## config.mk

```make
export PLATFORM = sky130hd
export DESIGN_NAME = lane_balance_sched_flat
export DESIGN_NICKNAME = d
export VERILOG_FILES = /design/src/rtl/lane_balance_sched_pkg.sv /design/src/rtl/lane_balance_sched_if.sv /design/src/rtl/lane_balance_sched_accum.sv /design/src/rtl/lane_balance_sched.sv /design/src/flat_wrapper.sv
export SDC_FILE = /design/constraint.sdc
export NUM_CORES = 1
export LEC_CHECK = 0
export BUFFER_PORTS_ARGS = -buffer_cell sky130_fd_sc_hd__buf_2
export CAP_MARGIN = 20
export CELL_PAD_IN_SITES_DETAIL_PLACEMENT = 0
export CELL_PAD_IN_SITES_GLOBAL_PLACEMENT = 1
export CORE_MARGIN = 2
export CORE_UTILIZATION = 47
export DETAILED_ROUTE_END_ITERATION = 6
export GPL_TIMING_DRIVEN = 1
export PLACE_DENSITY_LB_ADDON = 0.1
export SLEW_MARGIN = 30
export SYNTH_ARGS = -nofsm -noshare
export SYNTH_HDL_FRONTEND = slang
export SYNTH_HIERARCHICAL = 1
export SYNTH_SLANG_ARGS = --single-unit
```

## constraint.sdc

```tcl
create_clock -name clk_i -period 9.75 [get_ports clk_i]
set_input_delay 0.975 -clock clk_i [delete_from_list [all_inputs] [get_ports clk_i]]
set_output_delay 0.975 -clock clk_i [all_outputs]
set_load 0.02 [all_outputs]
```

## src/rtl/lane_balance_sched_pkg.sv

```systemverilog
`default_nettype none
// +--------------------------------------------------------------------------+
// | lane_balance_pkg : shared state type and helpers for lane_balance_sched  |
// | Rev 1.0                                                                  |
// +--------------------------------------------------------------------------+
package lane_balance_pkg;

   typedef enum logic [2:0] {
      IDLE  = 3'd0,
      ACCUM = 3'd1,
      EVAL  = 3'd2,
      REQ   = 3'd3,
      COOL  = 3'd4
   } lbs_state_t;

   // Wide enough for any accumulator width this block can be built with.
   localparam int DIFF_W = 32;

   function automatic logic [DIFF_W-1:0] abs_diff(input logic [DIFF_W-1:0] a,
                                                  input logic [DIFF_W-1:0] b);
      return (a >= b) ? (a - b) : (b - a);
   endfunction

endpackage
`default_nettype wire

```

## src/rtl/lane_balance_sched_if.sv

```systemverilog
`default_nettype none
// +--------------------------------------------------------------------------+
// | lane_balance_sched_if : sample input and swap req/ack bundle             |
// | Rev 1.0                                                                  |
// +--------------------------------------------------------------------------+
interface lane_balance_sched_if #(
   parameter int DATA_WIDTH = 32,
   parameter int LANES      = 4,
   parameter int WINDOW     = 8
);
   localparam int SBIT_CNT_B = $clog2(DATA_WIDTH);
   localparam int ACC_W      = $clog2(WINDOW*DATA_WIDTH+1);
   localparam int IDX_W      = $clog2(LANES);

   logic                               en_i;
   logic                               valid_i;
   logic [LANES-1:0][SBIT_CNT_B:0]     lane_sbit_cnt_i;
   logic [ACC_W-1:0]                   threshold_i;
   logic                               swap_ack_i;
   logic                               swap_req_o;
   logic [IDX_W-1:0]                   swap_idx_o;
   logic [ACC_W-1:0]                   max_imb_o;
   logic                               window_done_o;
   logic                               busy_o;

   modport slave (
      input  en_i, valid_i, lane_sbit_cnt_i, threshold_i, swap_ack_i,
      output swap_req_o, swap_idx_o, max_imb_o, window_done_o, busy_o
   );

   modport master (
      output en_i, valid_i, lane_sbit_cnt_i, threshold_i, swap_ack_i,
      input  swap_req_o, swap_idx_o, max_imb_o, window_done_o, busy_o
   );
endinterface
`default_nettype wire

```

## src/rtl/lane_balance_sched_accum.sv

```systemverilog
`default_nettype none
// +--------------------------------------------------------------------------+
// | lane_sbit_accum : per-lane switched-bit accumulators + window counter    |
// | Rev 1.0                                                                  |
// +--------------------------------------------------------------------------+
module lane_sbit_accum #(
   parameter int LANES  = 4,
   parameter int CNT_W  = 6,
   parameter int ACC_W  = 9,
   parameter int WINDOW = 8
) (
   input  wire logic                          clk_i,
   input  wire logic                          rst_i,
   input  wire logic                          clr_i,
   input  wire logic                          add_en_i,
   input  wire logic [LANES-1:0][CNT_W-1:0]   cnt_i,
   output logic      [LANES-1:0][ACC_W-1:0]   acc_o,
   output logic                               done_o
);
   localparam int WCNT_W = $clog2(WINDOW+1);

   logic [LANES-1:0][ACC_W-1:0] acc_q;
   logic [WCNT_W-1:0]           wcnt_q;

   always_ff @(posedge clk_i) begin
      if (rst_i || clr_i) begin
         acc_q  <= '0;
         wcnt_q <= '0;
      end else if (add_en_i) begin
         for (int l = 0; l < LANES; l++) begin
            acc_q[l] <= acc_q[l] + ACC_W'(cnt_i[l]);
         end
         wcnt_q <= wcnt_q + 1'b1;
      end
   end

   // High while the sample being added is the one that completes the window.
   assign done_o = add_en_i && (wcnt_q == WCNT_W'(WINDOW-1));
   assign acc_o  = acc_q;

endmodule
`default_nettype wire

```

## src/rtl/lane_balance_sched.sv

```systemverilog
`default_nettype none
// +--------------------------------------------------------------------------+
// | lane_balance_sched : window-based adjacent-lane imbalance swap scheduler |
// | Rev 1.0                                                                  |
// +--------------------------------------------------------------------------+
module lane_balance_sched
   import lane_balance_pkg::*;
#(
   parameter int DATA_WIDTH = 32,
   parameter int LANES      = 4,
   parameter int WINDOW     = 8,
   parameter int COOLDOWN   = 16
) (
   input  wire logic          clk_i,
   input  wire logic          rst_i,
   lane_balance_sched_if.slave bus
);
   localparam int SBIT_CNT_B = $clog2(DATA_WIDTH);
   localparam int ACC_W      = $clog2(WINDOW*DATA_WIDTH+1);
   localparam int IDX_W      = $clog2(LANES);
   localparam int COOL_W     = $clog2(COOLDOWN+1);

   lbs_state_t        state_q;
   logic              swap_req_q;
   logic              window_done_q;
   logic              busy_q;
   logic [IDX_W-1:0]  swap_idx_q;
   logic [ACC_W-1:0]  max_imb_q;
   logic [COOL_W-1:0] cool_q;

   logic [LANES-1:0][ACC_W-1:0] w_acc;
   logic              w_acc_clr;
   logic              w_add_en;
   logic              w_win_full;
   logic [DIFF_W-1:0] w_best;
   logic [IDX_W-1:0]  w_best_idx;
   logic              w_over;
   logic              w_cool_end;

   assign w_add_en   = (state_q == ACCUM) && bus.en_i && bus.valid_i;
   assign w_cool_end = (cool_q == COOL_W'(COOLDOWN-1));
   assign w_over     = w_best > DIFF_W'(bus.threshold_i);
   assign w_acc_clr  = bus.en_i && ((state_q == IDLE)
                                 || (state_q == EVAL && !w_over)
                                 || (state_q == COOL && w_cool_end));

   lane_sbit_accum #(
      .LANES  (LANES),
      .CNT_W  (SBIT_CNT_B+1),
      .ACC_W  (ACC_W),
      .WINDOW (WINDOW)
   ) u_accum (
      .clk_i    (clk_i),
      .rst_i    (rst_i),
      .clr_i    (w_acc_clr),
      .add_en_i (w_add_en),
      .cnt_i    (bus.lane_sbit_cnt_i),
      .acc_o    (w_acc),
      .done_o   (w_win_full)
   );

   // Strict '>' keeps the lowest pair index on ties.
   always_comb begin
      logic [DIFF_W-1:0] d;
      d          = '0;
      w_best     = abs_diff(DIFF_W'(w_acc[0]), DIFF_W'(w_acc[1]));
      w_best_idx = '0;
      for (int i = 1; i < LANES-1; i++) begin
         d = abs_diff(DIFF_W'(w_acc[i]), DIFF_W'(w_acc[i+1]));
         if (d > w_best) begin
            w_best     = d;
            w_best_idx = IDX_W'(i);
         end
      end
   end

   always_ff @(posedge clk_i) begin
      if (rst_i) begin
         state_q       <= IDLE;
         swap_req_q    <= 1'b0;
         window_done_q <= 1'b0;
         busy_q        <= 1'b0;
         swap_idx_q    <= '0;
         max_imb_q     <= '0;
         cool_q        <= '0;
      end else begin
         window_done_q <= 1'b0;
         case (state_q)
            IDLE: begin
               if (bus.en_i) begin
                  state_q <= ACCUM;
                  busy_q  <= 1'b1;
               end
            end
            ACCUM: begin
               if (!bus.en_i) begin
                  state_q <= IDLE;
                  busy_q  <= 1'b0;
               end else if (w_win_full) begin
                  state_q       <= EVAL;
                  window_done_q <= 1'b1;
               end
            end
            EVAL: begin
               if (!bus.en_i) begin
                  state_q <= IDLE;
                  busy_q  <= 1'b0;
               end else begin
                  max_imb_q <= ACC_W'(w_best);
                  if (w_over) begin
                     swap_idx_q <= w_best_idx;
                     swap_req_q <= 1'b1;
                     state_q    <= REQ;
                  end else begin
                     state_q <= ACCUM;
                  end
               end
            end
            REQ: begin
               // A request is never withdrawn; enable only decides where the ack leads.
               if (bus.swap_ack_i) begin
                  swap_req_q <= 1'b0;
                  cool_q     <= '0;
                  if (bus.en_i) begin
                     state_q <= COOL;
                  end else begin
                     state_q <= IDLE;
                     busy_q  <= 1'b0;
                  end
               end
            end
            COOL: begin
               if (!bus.en_i) begin
                  state_q <= IDLE;
                  busy_q  <= 1'b0;
               end else if (w_cool_end) begin
                  state_q <= ACCUM;
               end else begin
                  cool_q <= cool_q + 1'b1;
               end
            end
            default: begin
               state_q <= IDLE;
               busy_q  <= 1'b0;
            end
         endcase
      end
   end

   assign bus.swap_req_o    = swap_req_q;
   assign bus.swap_idx_o    = swap_idx_q;
   assign bus.max_imb_o     = max_imb_q;
   assign bus.window_done_o = window_done_q;
   assign bus.busy_o        = busy_q;

endmodule
`default_nettype wire

```

## src/flat_wrapper.sv

```systemverilog
// flat-port wrapper written by rule: the top's interface ports become plain ports
module lane_balance_sched_flat import lane_balance_pkg::*;
#(
   parameter int DATA_WIDTH = 32,
   parameter int LANES      = 4,
   parameter int WINDOW     = 8,
   parameter int COOLDOWN   = 16
)
  (clk_i, rst_i, bus_en_i, bus_valid_i, bus_lane_sbit_cnt_i, bus_threshold_i, bus_swap_ack_i, bus_swap_req_o, bus_swap_idx_o, bus_max_imb_o, bus_window_done_o, bus_busy_o);
  lane_balance_sched_if #(.DATA_WIDTH(DATA_WIDTH), .LANES(LANES), .WINDOW(WINDOW)) bus_i ();
  input  wire logic clk_i;
  input  wire logic rst_i;
  input wire logic [$bits(bus_i.en_i)-1:0] bus_en_i;
  input wire logic [$bits(bus_i.valid_i)-1:0] bus_valid_i;
  input wire logic [$bits(bus_i.lane_sbit_cnt_i)-1:0] bus_lane_sbit_cnt_i;
  input wire logic [$bits(bus_i.threshold_i)-1:0] bus_threshold_i;
  input wire logic [$bits(bus_i.swap_ack_i)-1:0] bus_swap_ack_i;
  output wire logic [$bits(bus_i.swap_req_o)-1:0] bus_swap_req_o;
  output wire logic [$bits(bus_i.swap_idx_o)-1:0] bus_swap_idx_o;
  output wire logic [$bits(bus_i.max_imb_o)-1:0] bus_max_imb_o;
  output wire logic [$bits(bus_i.window_done_o)-1:0] bus_window_done_o;
  output wire logic [$bits(bus_i.busy_o)-1:0] bus_busy_o;
  assign bus_i.en_i = bus_en_i;
  assign bus_i.valid_i = bus_valid_i;
  assign bus_i.lane_sbit_cnt_i = bus_lane_sbit_cnt_i;
  assign bus_i.threshold_i = bus_threshold_i;
  assign bus_i.swap_ack_i = bus_swap_ack_i;
  assign bus_swap_req_o = bus_i.swap_req_o;
  assign bus_swap_idx_o = bus_i.swap_idx_o;
  assign bus_max_imb_o = bus_i.max_imb_o;
  assign bus_window_done_o = bus_i.window_done_o;
  assign bus_busy_o = bus_i.busy_o;
  lane_balance_sched #(.DATA_WIDTH(DATA_WIDTH), .LANES(LANES), .WINDOW(WINDOW), .COOLDOWN(COOLDOWN)) u_core (.clk_i(clk_i), .rst_i(rst_i), .bus(bus_i));
endmodule
```

=== Word level (Yosys, flattened, before mapping) ===
Cells that the tools add are included.

* Bitwise logic cells: 2
* Mux-type cells: 30
* Equality and inequality tests: 14
* Add/subtract/negate cells: 12
* Magnitude comparators: 6
* Reductions and logical operators: 21

{| class="wikitable"
|+ Operators with widths
! cell !! count
|-
| 2-to-1 mux 32 bit || 5
|-
| greater-than comparator 32 bit || 2
|-
| subtractor 9 x 9 -> 10 bit || 6
|-
| adder 9 x 6 -> 9 bit || 4
|-
| greater-than comparator 32 x 9 -> 1 bit || 1
|-
| >= comparator 9 bit || 3
|-
| 2-to-1 mux 3 bit || 8
|-
| 2-to-1 mux 5 bit || 3
|-
| one-hot mux 3 bit (5 select lines) || 1
|-
| AND reduction 4 bit || 3
|-
| != test 2 bit, second input constant || 5
|-
| one-hot mux 5 bit (2 select lines) || 1
|-
| 2-to-1 mux 1 bit || 8
|-
| equality test 3 x 2 -> 1 bit, second input constant || 2
|-
| logical AND 1 bit || 6
|-
| OR reduction 3 bit || 2
|-
| adder 5 x 1 -> 5 bit, second input constant || 1
|-
| equality test 5 x 4 -> 1 bit, second input constant || 1
|-
| adder 4 x 1 -> 4 bit, second input constant || 1
|-
| equality test 4 x 3 -> 1 bit, second input constant || 1
|-
| 2-to-1 mux 2 bit || 2
|-
| AND reduction 2 bit || 2
|-
| nonzero test 2 bit || 2
|-
| equality test 3 x 1 -> 1 bit, second input constant || 1
|-
| 11 further kinds || 14
|}

* Input port bits: 38
* Output and inout port bits: 14
* Logic and storage cells: 97
* Flip-flop bits (word level): 62

=== Logic depth before layout (Yosys ltp) ===
* Depth in word-level cells: 13
* Mapped depth: 46
* Depth with buffers taken out: 43

=== Hierarchy ===
Netlist, hierarchy kept.

{| class="wikitable"
|+ By module, submodules not included
! module !! instances !! sequential area each (sq um) !! area an instance (sq um) !! cells an instance
|-
| lane_balance_sched || 1 || 440.4 || 4519.3 || 587
|-
| lane_sbit_accum || 1 || 800.8 || 2471.1 || 280
|}

=== Worst setup path after synthesis ===
No wires, ideal clock.

* Path kind: reg-to-reg
* Start point: reg u_core.u_accum.acc_q, in the netlist u_core/u_accum/acc_o[19]
* End point: reg u_core.u_accum.acc_q, in the netlist u_core/u_accum/acc_o[31]
* Stages on the path, launching flop included: 42
* Arrival: 8596 ps
* Clock period less this slack: 8718 ps
* Path buffers: 4
* Path slack: 1032 ps
* Required time: 9628 ps
* Cell sequence: dfxtp_1 inv_1 fa_1 a21oi_2 o21ai_2 a2111o_1 buf_2 a211oi_1 a31oi_1 a31oi_1 o21ai_0 a221oi_1 ha_1 and4_1 nand3_1 a211o_1 a32oi_4 o21a_4 (+6 left out) o21ai_0 clkbuf_1 o211ai_1 o21ai_0 ha_1 nor2b_1 o21a_1 o21a_1 o21ai_0 a21oi_1 o31ai_1 a21bo_2 o21ai_0 a21oi_1 or2_1 buf_2 nor4_1 a311o_1

* Longest elaborated chain between the ends: 13
* Elaborated cells on any way between the ends: 19

{| class="wikitable"
|+ Ends and longest elaborated chain
! item !! line !! RTL
|-
| from (decl) || lane_balance_sched_accum.sv:22 || <nowiki>logic [LANES-1:0][ACC_W-1:0] acc_q;</nowiki>
|-
| from (signal, indexed assignment) || lane_balance_sched_accum.sv:31 || <nowiki>acc_q[l] <= acc_q[l] + ACC_W'(cnt_i[l]);</nowiki>
|-
| subtractor 9 x 9 -> 10 bit / >= comparator 9 bit (equally long branches) || lane_balance_sched_pkg.sv:21 || <nowiki>return (a >= b) ? (a - b) : (b - a);</nowiki>
|-
| 2-to-1 mux 32 bit || lane_balance_sched_pkg.sv:21 ||
|-
| greater-than comparator 32 bit || lane_balance_sched.sv:70 || <nowiki>if (d > w_best) begin</nowiki>
|-
| 2-to-1 mux 32 bit || lane_balance_sched.sv:70 ||
|-
| greater-than comparator 32 bit || lane_balance_sched.sv:70 ||
|-
| 2-to-1 mux 32 bit * || lane_balance_sched.sv:70 ||
|-
| via u_core.w_best[1] || lane_balance_sched.sv:35 || <nowiki>logic [DIFF_W-1:0] w_best;</nowiki>
|-
| greater-than comparator 32 x 9 -> 1 bit * || lane_balance_sched.sv:42 || <nowiki>assign w_over = w_best > DIFF_W'(bus.threshold_i);</nowiki>
|-
| logical NOT 1 bit * || lane_balance_sched.sv:44 || <nowiki>|| (state_q == EVAL && !w_over)</nowiki>
|-
| logical AND 1 bit * || lane_balance_sched.sv:44 ||
|-
| logical OR 1 bit * || lane_balance_sched.sv:44 ||
|-
| logical OR 1 bit * || lane_balance_sched.sv:45 || <nowiki>|| (state_q == COOL && w_cool_end));</nowiki>
|-
| logical AND 1 bit * || lane_balance_sched.sv:43 || <nowiki>assign w_acc_clr = bus.en_i && ((state_q == IDLE)</nowiki>
|-
| via u_core.w_acc_clr || lane_balance_sched.sv:32 || <nowiki>logic w_acc_clr;</nowiki>
|-
| logical OR 1 bit * || lane_balance_sched_accum.sv:26 || <nowiki>if (rst_i || clr_i) begin</nowiki>
|}

The timed path passes the listed nets; every way through them passes the cells marked *.
A chain may end at the register's enable or synchronous reset.

=== Final worst setup path ===
* Start point: reg u_core.u_accum.acc_q, in the netlist u_core/u_accum/acc_o[5]
* End point: reg u_core.u_accum.acc_q, in the netlist u_core/u_accum/acc_o[14]

* Longest elaborated chain between the ends: 13
* Elaborated cells on any way between the ends: 15

{| class="wikitable"
|+ Ends and longest elaborated chain
! item !! line
|-
| subtractor 9 x 9 -> 10 bit / >= comparator 9 bit (equally long branches) || lane_balance_sched_pkg.sv:21
|-
| 2-to-1 mux 32 bit * || lane_balance_sched_pkg.sv:21
|-
| greater-than comparator 32 bit || lane_balance_sched.sv:70
|-
| 2-to-1 mux 32 bit * || lane_balance_sched.sv:70
|-
| greater-than comparator 32 bit || lane_balance_sched.sv:70
|-
| 2-to-1 mux 32 bit * || lane_balance_sched.sv:70
|-
| via u_core.w_best[2] || lane_balance_sched.sv:35
|-
| greater-than comparator 32 x 9 -> 1 bit * || lane_balance_sched.sv:42
|-
| logical NOT 1 bit * || lane_balance_sched.sv:44
|-
| logical AND 1 bit * || lane_balance_sched.sv:44
|-
| logical OR 1 bit * || lane_balance_sched.sv:44
|-
| logical OR 1 bit * || lane_balance_sched.sv:45
|-
| logical AND 1 bit * || lane_balance_sched.sv:43
|-
| via u_core.w_acc_clr || lane_balance_sched.sv:32
|-
| logical OR 1 bit * || lane_balance_sched_accum.sv:26
|}

Marks and branches as above.

==> impl_metrics.yaml <==
run_status:
  outcome: "completed"
timing:
  fmax_ghz: 0.1091
  maxSlewHeadroom_pct: 58.79
  setup_viol: 0
  tightest_slew_ns: 0.6134
  fin_crit_sh_pct: 94.01
  hold_viol_final: 0
  period_needed_ns: 9.165
  skew_ns: 0.008040
  finalMaxSlewViolations: 0
finish:
  regArea_sq_mm: 0.001242
  multi_input_area_sq_mm: 0.005350
  final_area_sq_mm: 0.007794
  drive_gt1_share_pct: 13.02
  nNetsFinal: 1084
  area_growth_syn_to_layout_pct: 11.49
  fillers: 1431
  antenna_cells: 0
yosys:
  synth-edff-count: 0
  synth_nets: 1027
  synthCells: 867
  ys_seq_area_share_pct: 17.76
  ys_ff_latch: 62
  avgSynthCellArea_sq_um: 8.063
  ys_warn_count: 6
  netlist.area_leader.share_pct: 20.05
  ys_top_cells_by_area: "ha_1 (20%), dfxtp_1 (18%), a21oi_1 (4.6%), inv_1 (4.5%), o21ai_0 (4.3%)"
  yosysTopAreaCell: "ha_1"
  synth_area_sq_mm: 0.006990
  synth_flop_cell: "dfxtp_1"
  synth_cell_type_count: 81
  async_reset_ff_share_pct: 0
power_and_ir_drop:
  power.density_mw_per_mm2: 156.5
  finalPower_mw: 1.220
  peakVddDrop_mv: 0.08071
  p_leak_nw: 3.284
drt:
  vias: 6637
  firstDrtPassIters: 5
  wl_per_cell_um: 18.65
  antenna_left: 0
  drt-initial-drc-count: 438
  drc: 0
  wl_um: 20760
  vias_per_cell: 5.963
critical_path:
  path_class: "reg2reg"
  rr_worst_depth: 36
  cp_data_arrival_time_ns: 9.39
  timing.critical_path.buf_inv: 3
  slowest_delay_ns: 0.45
  critPathRequiredTime_ns: 9.97
  slowest_stage: "dfxtp_1"
  crit_start: "u_core/u_accum/acc_o[5]"
  path_depth: 36
  cpLargestDelayFamily: "compound AO/OA/AOI/OAI gates"
  r2r-start: "u_core/u_accum/acc_o[5]"
  critPathLaunchType: "flip-flop"
  crit_fanout: 14
  end_kind: "flip-flop"
place:
  portBuffers: 51
  place_congestion: 0.8997
  hpwl_um: 16680
  place_area_sq_mm: 0.007463
die:
  num_rows: 44
  core_sq_mm: 0.01453
  die-area_sq_mm: 0.01586
  initial_core_util_pct: 48.10
  io_pins: 52
  die_h_um: 126.0
  die_width_um: 126.0
worst_hold_path:
  hold_class: "reg2reg"
  hold_depth: 2
  min-delay-start: "u_core/bus.max_imb_o[2]"
run:
  drv_cap: 0
clock_network:
  clkTransAtPathRegs_ns: 0.06
  clock_path_buffers: 2
  clk_latency_ns: 0.34
  cts_hold_buf: 0
  cts-root-buf: "clkbuf_16"
  h-tree-depth: 3
  cts_sinks: 62
  cts_buffers: 9
  cts_tree: "built"
global_route:
  grt_usage_pct: 26.28
  antenna_found_initial: 0
  grt_max_degree: 39
  grt_pass1_wl_um: 33450
  grt_pass1_vias: 6370
  grt-ovfl-total: 0
==> power by group <==
group / internal [mW] / leakage, nW / switching [mW]
Combinational: 0.273 / 2.65 / 0.390
Clock: 0.171 / 0.132 / 0.125
Sequential: 0.257 / 0.501 / 0.00391
==> worst min-delay path, cell delays in order, from the launching register on <==
cell     delay [ns]
dfxtp_1        0.31
nand2_1        0.05
a21oi_1        0.06
==> registers in the layout, summed over array words and instances (netlist names) <==
register	cells
u_core/bus.swap_idx_o	2
u_core/bus.busy_o	1
u_core/state_q	3
u_core/bus.window_done_o	1
u_core/cool_q	5
u_core/bus.swap_req_o	1
u_core/u_accum/wcnt_q	4
u_core/bus.max_imb_o	9
u_core/u_accum/acc_o	36
==> layer usage <==
metal  up-vias  track usage (%)  share of wire, %
li1       3299                -                 -
met1      3130            36.96                48
met2       183            41.87                45
met3        25            4.545               5.1
met4         0            6.723               1.8
met5         -                0                 0
==> path summary, 6_finish.rpt <==
kind,end,slack (ns)
setup / recovery,u_core/u_accum/acc_o[14],0.58
hold / removal,u_core/bus.max_imb_o[2],0.46
setup reg to reg,u_core/u_accum/acc_o[14],0.58
hold reg to reg,u_core/bus.max_imb_o[2],0.46
==> Yosys cell counts, types with 9 or more instances <==
master    instances
fa_1             10
a211oi_1         22
mux2i_1          27
nand3_1          18
xnor2_1          23
or3_1            16
a31oi_1           9
nand2_1          55
o21a_1           17
a21o_1           15
dfxtp_1          62
nor3_1           15
nor2b_1          16
o21ai_0          60
o31ai_1           9
xor2_1           10
a21oi_1          64
inv_1            84
ha_1            112
nor2_1           59
buf_2            10
==> repair_timing <==
action,in CTS,in global routing
endpoints found under the setup margin,0,40
setup buffers,0,4
gates resized for setup,0,9
==> stage by stage <==
step                      util (%)  hold WS (ns)  TNS [ns]  std cells  setup WS [ns]
final                        53.62        0.4588         0       1113         0.5845
after floorplan                  -        0.4493         0        867          1.032
after global routing         53.62        0.4916  -0.03953       1113       -0.03953
after CTS                    53.18        0.4660         0       1109        0.02123
after global placement       51.35        0.4478         0       1093         0.4941
after detailed placement     51.35        0.4577         0       1093        0.07963
==> cells by family (layout without fill, tap and decap cells) <==
family / count (synthesis) / count (layout) / synth area share [%]
fa+ha+maj: 122 / 122 / 22.91
xor+xnor: 33 / 33 / 4.134
simple gates: 235 / 235 / 17.09
compound gates: 278 / 278 / 27.53
buf+inv: 107 / 169 / 6.193
flops: 62 / 62 / 17.76
mux: 30 / 30 / 4.385
==> final cells by class <==
| class | instances | share of cell area, % |
|---|---|---|
| multi-input cells | 698 | 68.65 |
| clock buffers | 10 | 2.938 |
| well taps | 184 | 2.954 |
| inverters | 84 | 4.046 |
| flip-flops and latches | 62 | 15.94 |
| repair buffers | 69 | 5.009 |
| clock inverters | 6 | 0.4656 |
==> placed cells by master (no fill, tap or decap), types with 8 or more instances in the layout <==
master,count
nor2b_1,16
buf_2,51
nor3_1,15
o31ai_1,8
inv_1,84
o21ai_0,60
xnor2_1,23
dfxtp_1,61
mux2i_1,27
a21o_1,15
clkbuf_16,9
nand2_1,54
o2111ai_1,8
buf_4,18
o211ai_1,8
xor2_1,10
or3_1,16
fa_1,10
a21oi_1,63
nor2_1,59
a31oi_1,8
ha_1,112
a211oi_1,22
o21a_1,17
nand3_1,18
Note: power is estimated with default switching activity, not from simulation.
